==> src/rtl/reg_bank_arbiter.sv <==
// Two-port round-robin arbiter in front of a small register bank.
// One granted transfer per cycle; each transfer returns a one-cycle response pulse.
module reg_bank_arbiter #(
    parameter int DATA_W = 16,
    parameter int NREGS  = 4,
    parameter int ADDR_W = 2
) (
    input  logic                    Clk,
    input  logic                    Reset,
    input  logic                    req0_valid,
    input  logic                    req0_we,
    input  logic [ADDR_W-1:0]       req0_addr,
    input  logic [DATA_W-1:0]       req0_wdata,
    output logic                    req0_ready,
    input  logic                    req1_valid,
    input  logic                    req1_we,
    input  logic [ADDR_W-1:0]       req1_addr,
    input  logic [DATA_W-1:0]       req1_wdata,
    output logic                    req1_ready,
    output logic                    rsp0_valid,
    output logic [DATA_W-1:0]       rsp0_rdata,
    output logic                    rsp1_valid,
    output logic [DATA_W-1:0]       rsp1_rdata,
    output logic [NREGS*DATA_W-1:0] regs_flat
);

    logic [NREGS-1:0][DATA_W-1:0] regs_q, regs_d;
    logic                         ptr_q, ptr_d;
    logic                         rsp0_valid_q, rsp0_valid_d;
    logic                         rsp1_valid_q, rsp1_valid_d;
    logic [DATA_W-1:0]            rsp0_rdata_q, rsp0_rdata_d;
    logic [DATA_W-1:0]            rsp1_rdata_q, rsp1_rdata_d;

    logic                         grant0, grant1;
    logic                         sel_we;
    logic [ADDR_W-1:0]            sel_addr;
    logic [DATA_W-1:0]            sel_wdata;
    logic                         in_range;
    logic [DATA_W-1:0]            rd_data;
    logic [DATA_W-1:0]            rsp_data;

    // NOTE: every combinational output gets a default first so no path leaves it unassigned (no latch).
    always_comb begin
        grant0       = Reset && req0_valid && (!req1_valid || !ptr_q);
        grant1       = Reset && req1_valid && (!req0_valid ||  ptr_q);

        sel_we       = grant1 ? req1_we    : req0_we;
        sel_addr     = grant1 ? req1_addr  : req0_addr;
        sel_wdata    = grant1 ? req1_wdata : req0_wdata;
        in_range     = int'(sel_addr) < NREGS;
        rd_data      = in_range ? regs_q[sel_addr] : '0;
        rsp_data     = sel_we ? sel_wdata : rd_data;

        regs_d       = regs_q;
        ptr_d        = ptr_q;
        rsp0_valid_d = grant0;
        rsp1_valid_d = grant1;
        rsp0_rdata_d = rsp0_rdata_q;
        rsp1_rdata_d = rsp1_rdata_q;

        if (grant0 || grant1) begin
            // Favour the loser next time; an idle cycle leaves the pointer alone.
            ptr_d = grant0;
            if (sel_we && in_range) begin
                regs_d[sel_addr] = sel_wdata;
            end
        end
        if (grant0) rsp0_rdata_d = rsp_data;
        if (grant1) rsp1_rdata_d = rsp_data;
    end

    // NOTE: the bank is reset along with the control state because it is architecturally visible on regs_flat.
    always_ff @(posedge Clk or negedge Reset) begin
        if (!Reset) begin
            regs_q       <= '0;
            ptr_q        <= 1'b0;
            rsp0_valid_q <= 1'b0;
            rsp1_valid_q <= 1'b0;
            rsp0_rdata_q <= '0;
            rsp1_rdata_q <= '0;
        end else begin
            // NOTE: non-blocking so all state updates see the same pre-edge values.
            regs_q       <= regs_d;
            ptr_q        <= ptr_d;
            rsp0_valid_q <= rsp0_valid_d;
            rsp1_valid_q <= rsp1_valid_d;
            rsp0_rdata_q <= rsp0_rdata_d;
            rsp1_rdata_q <= rsp1_rdata_d;
        end
    end

    assign req0_ready = grant0;
    assign req1_ready = grant1;
    assign rsp0_valid = rsp0_valid_q;
    assign rsp1_valid = rsp1_valid_q;
    assign rsp0_rdata = rsp0_rdata_q;
    assign rsp1_rdata = rsp1_rdata_q;
    assign regs_flat  = regs_q;

endmodule

==> config.mk <==
export PLATFORM = sky130hd
export DESIGN_NAME = reg_bank_arbiter
export DESIGN_NICKNAME = d
export VERILOG_FILES = /design/src/rtl/reg_bank_arbiter.sv
export SDC_FILE = /design/constraint.sdc
export NUM_CORES = 1
export LEC_CHECK = 0
export CORE_ASPECT_RATIO = 1.2
export CORE_MARGIN = 3
export CORE_UTILIZATION = 55
export CTS_BUF_LIST = sky130_fd_sc_hd__clkbuf_8
export CTS_CLUSTER_SIZE = 20
export DETAILED_ROUTE_END_ITERATION = 8
export GPL_TIMING_DRIVEN = 0
export PLACE_DENSITY = 0.95
export SLEW_MARGIN = 5
export SYNTH_ARGS = -nofsm -noshare
export SYNTH_HDL_FRONTEND = slang
export SYNTH_SLANG_ARGS = --single-unit
==> constraint.sdc <==
create_clock -name Clk -period 3.44 [get_ports Clk]
set_input_delay 0.688 -clock Clk [delete_from_list [all_inputs] [get_ports Clk]]
set_output_delay 0.688 -clock Clk [all_outputs]
set_load 0.005 [all_outputs]
==> key figures <==
GRT
  • Met3 Track Usage GR: 5.914%
  • First-pass GRT wire length: 28.23 mm
  • Largest net degree at the start of global routing: 58
  • Initial antenna violation count: 0
  • Most Used Layer, Global Route: met2
  • Total global-route track usage: 31.60%
  • Gr ovfl total: 0
  • Routing usage on met2: 52.36%
  • GR Layer Usage met1: 41.33%
  • Number of global-route vias before repair: 5335

STA
  • Worst slew margin: 58.83%
  • Final hold violation count: 0
  • Setup violators final: 0
  • FMAX: 0.3106 GHz
  • Clk_skew: 0.01197 ns
  • Setup ws final: 0.2203 ns
  • Fin crit period: 3.220 ns
  • RSZ-0062 raised after global routing: false
  • Worst hold slack: 0.2245 ns
  • Setup TNS: 0 ns
  • Final Slew Violations: 0
  • Period utilization: 93.60%
  • Worst slew pin tran: 0.6175 ns

Logic synthesis
  • Cells after Synth: 534
  • Post-synth top area cell: dfrtp_1
  • Post-synth EDFFs: 0
  • Syn nets: 576
  • Synth warnings: 0
  • Syn Area/Cell: 10.45 sq um
  • Ys async rst share: 100.0%
  • Synth Register Bits: 99
  • Top cells by area, synth: dfrtp_1, mux2_2, mux2i_1
  • Synth unique cells: 38
  • Main synth FF type: dfrtp_1
  • Cell area after synthesis: 0.005578 sq mm
  • Synth top area share: 44.41%
  • Top-count cell post-synth: dfrtp_1
  • Seq/Total Area, Yosys: 44.41%
  • Top cells by count, synth: dfrtp_1, mux2_2, o21ai_0, nand2_1, nor2_1

Clocking
  • Number of buffers created by CTS: 9
  • Clock slew seen by the registers of the worst setup and hold paths: 0.09 ns
  • Clk_lat worst skew: 0.38 ns
  • CTS tree: built
  • # H-tree levels: 3
  • Post-CTS setup buffers: 0
  • CTS Sinks: 99
  • Clk root buf: clkbuf_8
  • Clock tree buffer depth: 2

Setup path
  • Nature of the critical path endpoint: primary output
  • Reg2reg start: ptr_q
  • Startpoint Class: input pin
  • Critical path type: input pin to primary output
  • CP required: 2.75 ns
  • Worst Path Max Fanout: 19
  • Crit path DAT: 2.53 ns
  • Crit path from: req1_valid

Floorplan
  • DIE AREA: 0.01139 sq mm
  • I/O pin cnt: 142
  • Die X: 97.93 microns
  • Row Count: 39
  • Initial Util: 57.44%
  • Core Area: 0.009711 sq mm
  • Die Ht: 116.3 microns

Routing
  • Initial DRC Count: 454
  • Drc violations: 0
  • DR pass1 iterations: 6
  • Wirelength, routed: 17.96 mm
  • Post-route ant nets: 0
  • DR WL/cell: 22.09 microns
  • Vias after detailed routing: 5171
  • Vias per cell: 6.360

Final layout
  • FILL cells: 648
  • Antenna cell count: 0
  • Share of layout cells above drive strength 1: 17.39%
  • Area grow syn2layout: 31.99%
  • Fin nets: 727
  • Cell Count, Final, Fillers Out: 813

Placement
  • Placed insts: 799
  • GPL Wtd Cong: 0.9217
  • Port bufs: 141
  • DP Wirelength: 13.16 mm
  • Worst slack, placed: -0.1968 ns

Pwr
  • Pwr/cell area: 631.5 mW/mm^2
  • VDD IR max: 0.3819 mV
  • Leak: 0.003060 uW

Flow run
  • Max Cap Viol: 0

Hold path
  • Hold crit path type: input pin to asynchronous set/reset pin

Outcome
  • Outcome: complete, no violations
-- sequential cells by signal (all words and copies together), names as in the netlist --
| name | count |
|---|---|
| rsp0_rdata | 16 |
| rsp0_valid | 1 |
| rsp1_rdata | 16 |
| regs_flat | 64 |
| rsp1_valid | 1 |
| ptr_q | 1 |
-- power breakdown --
part / leakage, uW / internal, uW / switching, uW
Clock: 0.0000950 / 333 / 419
Combinational: 0.00175 / 1190 / 732
Sequential: 0.00121 / 1550 / 427
Total: 0.00306 / 3070 / 1580
-- final cells by class --
cell class	count	area, sq um	share of cell area [%]
Buffer	39	188.9	2.566
Sequential cell	99	2477	33.65
Tap cell	123	153.9	2.090
Multi-Input combinational cell	390	2894	39.31
Inverter	4	15.01	0.2039
Timing Repair Buffer	142	1440	19.56
Clock inverter	7	68.82	0.9347
Clock buffer	9	123.9	1.683
-- timing repair --
item	in CTS	in global routing
hold buffers	0	0
resized for setup	2	0
endpoints found under the setup margin	2	1
-- layer usage --
| layer | vias up | wire [microns] |
|---|---|---|
| met5 | - | 0 |
| met4 | 0 | 487 |
| met3 | 61 | 1471 |
| met2 | 341 | 8703 |
| met1 | 2516 | 7293 |
| li1 | 2253 | - |
-- placed cells by master, fill, tap and decap left out, types with 5 or more instances in the layout --
cell type,count
buf_2,7
mux2i_1,32
clkbuf_8,9
o22a_1,12
nand2b_1,21
clkdlybuf4s50_1,140
nand2_1,50
a22o_1,13
mux2_4,11
dfrtp_1,99
nor2b_1,9
nand4b_1,12
a21oi_1,6
nor2_1,36
clkbuf_1,26
a32oi_1,12
nand4_1,12
buf_6,5
o21ai_0,61
mux2_2,68
-- path summary, 6_finish.rpt --
path	slack [ns]	end	cells past startpoint
min in group Clk	0.49	rsp0_rdata[4]	2
worst max register to register	0.87	regs_flat[1]	7
max in group asynchronous	2.60	regs_flat[31]	2
worst min register to register	0.49	rsp0_rdata[4]	2
worst max-delay path	0.22	req0_ready	5
worst min-delay path	0.22	regs_flat[59]	1
-- critical path: stages --
cell	delay (ns)
clkdlybuf4s50_1	0.46
nand2_1	0.10
nand3_2	0.20
inv_1	0.46
clkdlybuf4s50_1	0.60
-- metrics by stage --
stage / utilization [%] / area (sq um) / power [uW]
6_report: 75.82 / 7362 / 4649
5_1_grt: 75.82 / 7362 / 4885
4_1_cts: 75.85 / 7366 / 4617
3_5_place_dp: 73.82 / 7168 / 3868
3_3_place_gp: 73.56 / 7143 / 3764
2_1_floorplan: - / 5578 / 2690
-- kinds of logic after synthesis --
family                 after synthesis  synth area share (%)
buffers and inverters               45                 3.791
flip-flops                          99                 44.41
AO/OA/AOI/OAI                      127                 14.94
AND/OR/NAND/NOR                    150                 14.02
multiplexers                       113                 22.84
No activity file was read; power rests on OpenSTA's default activity.
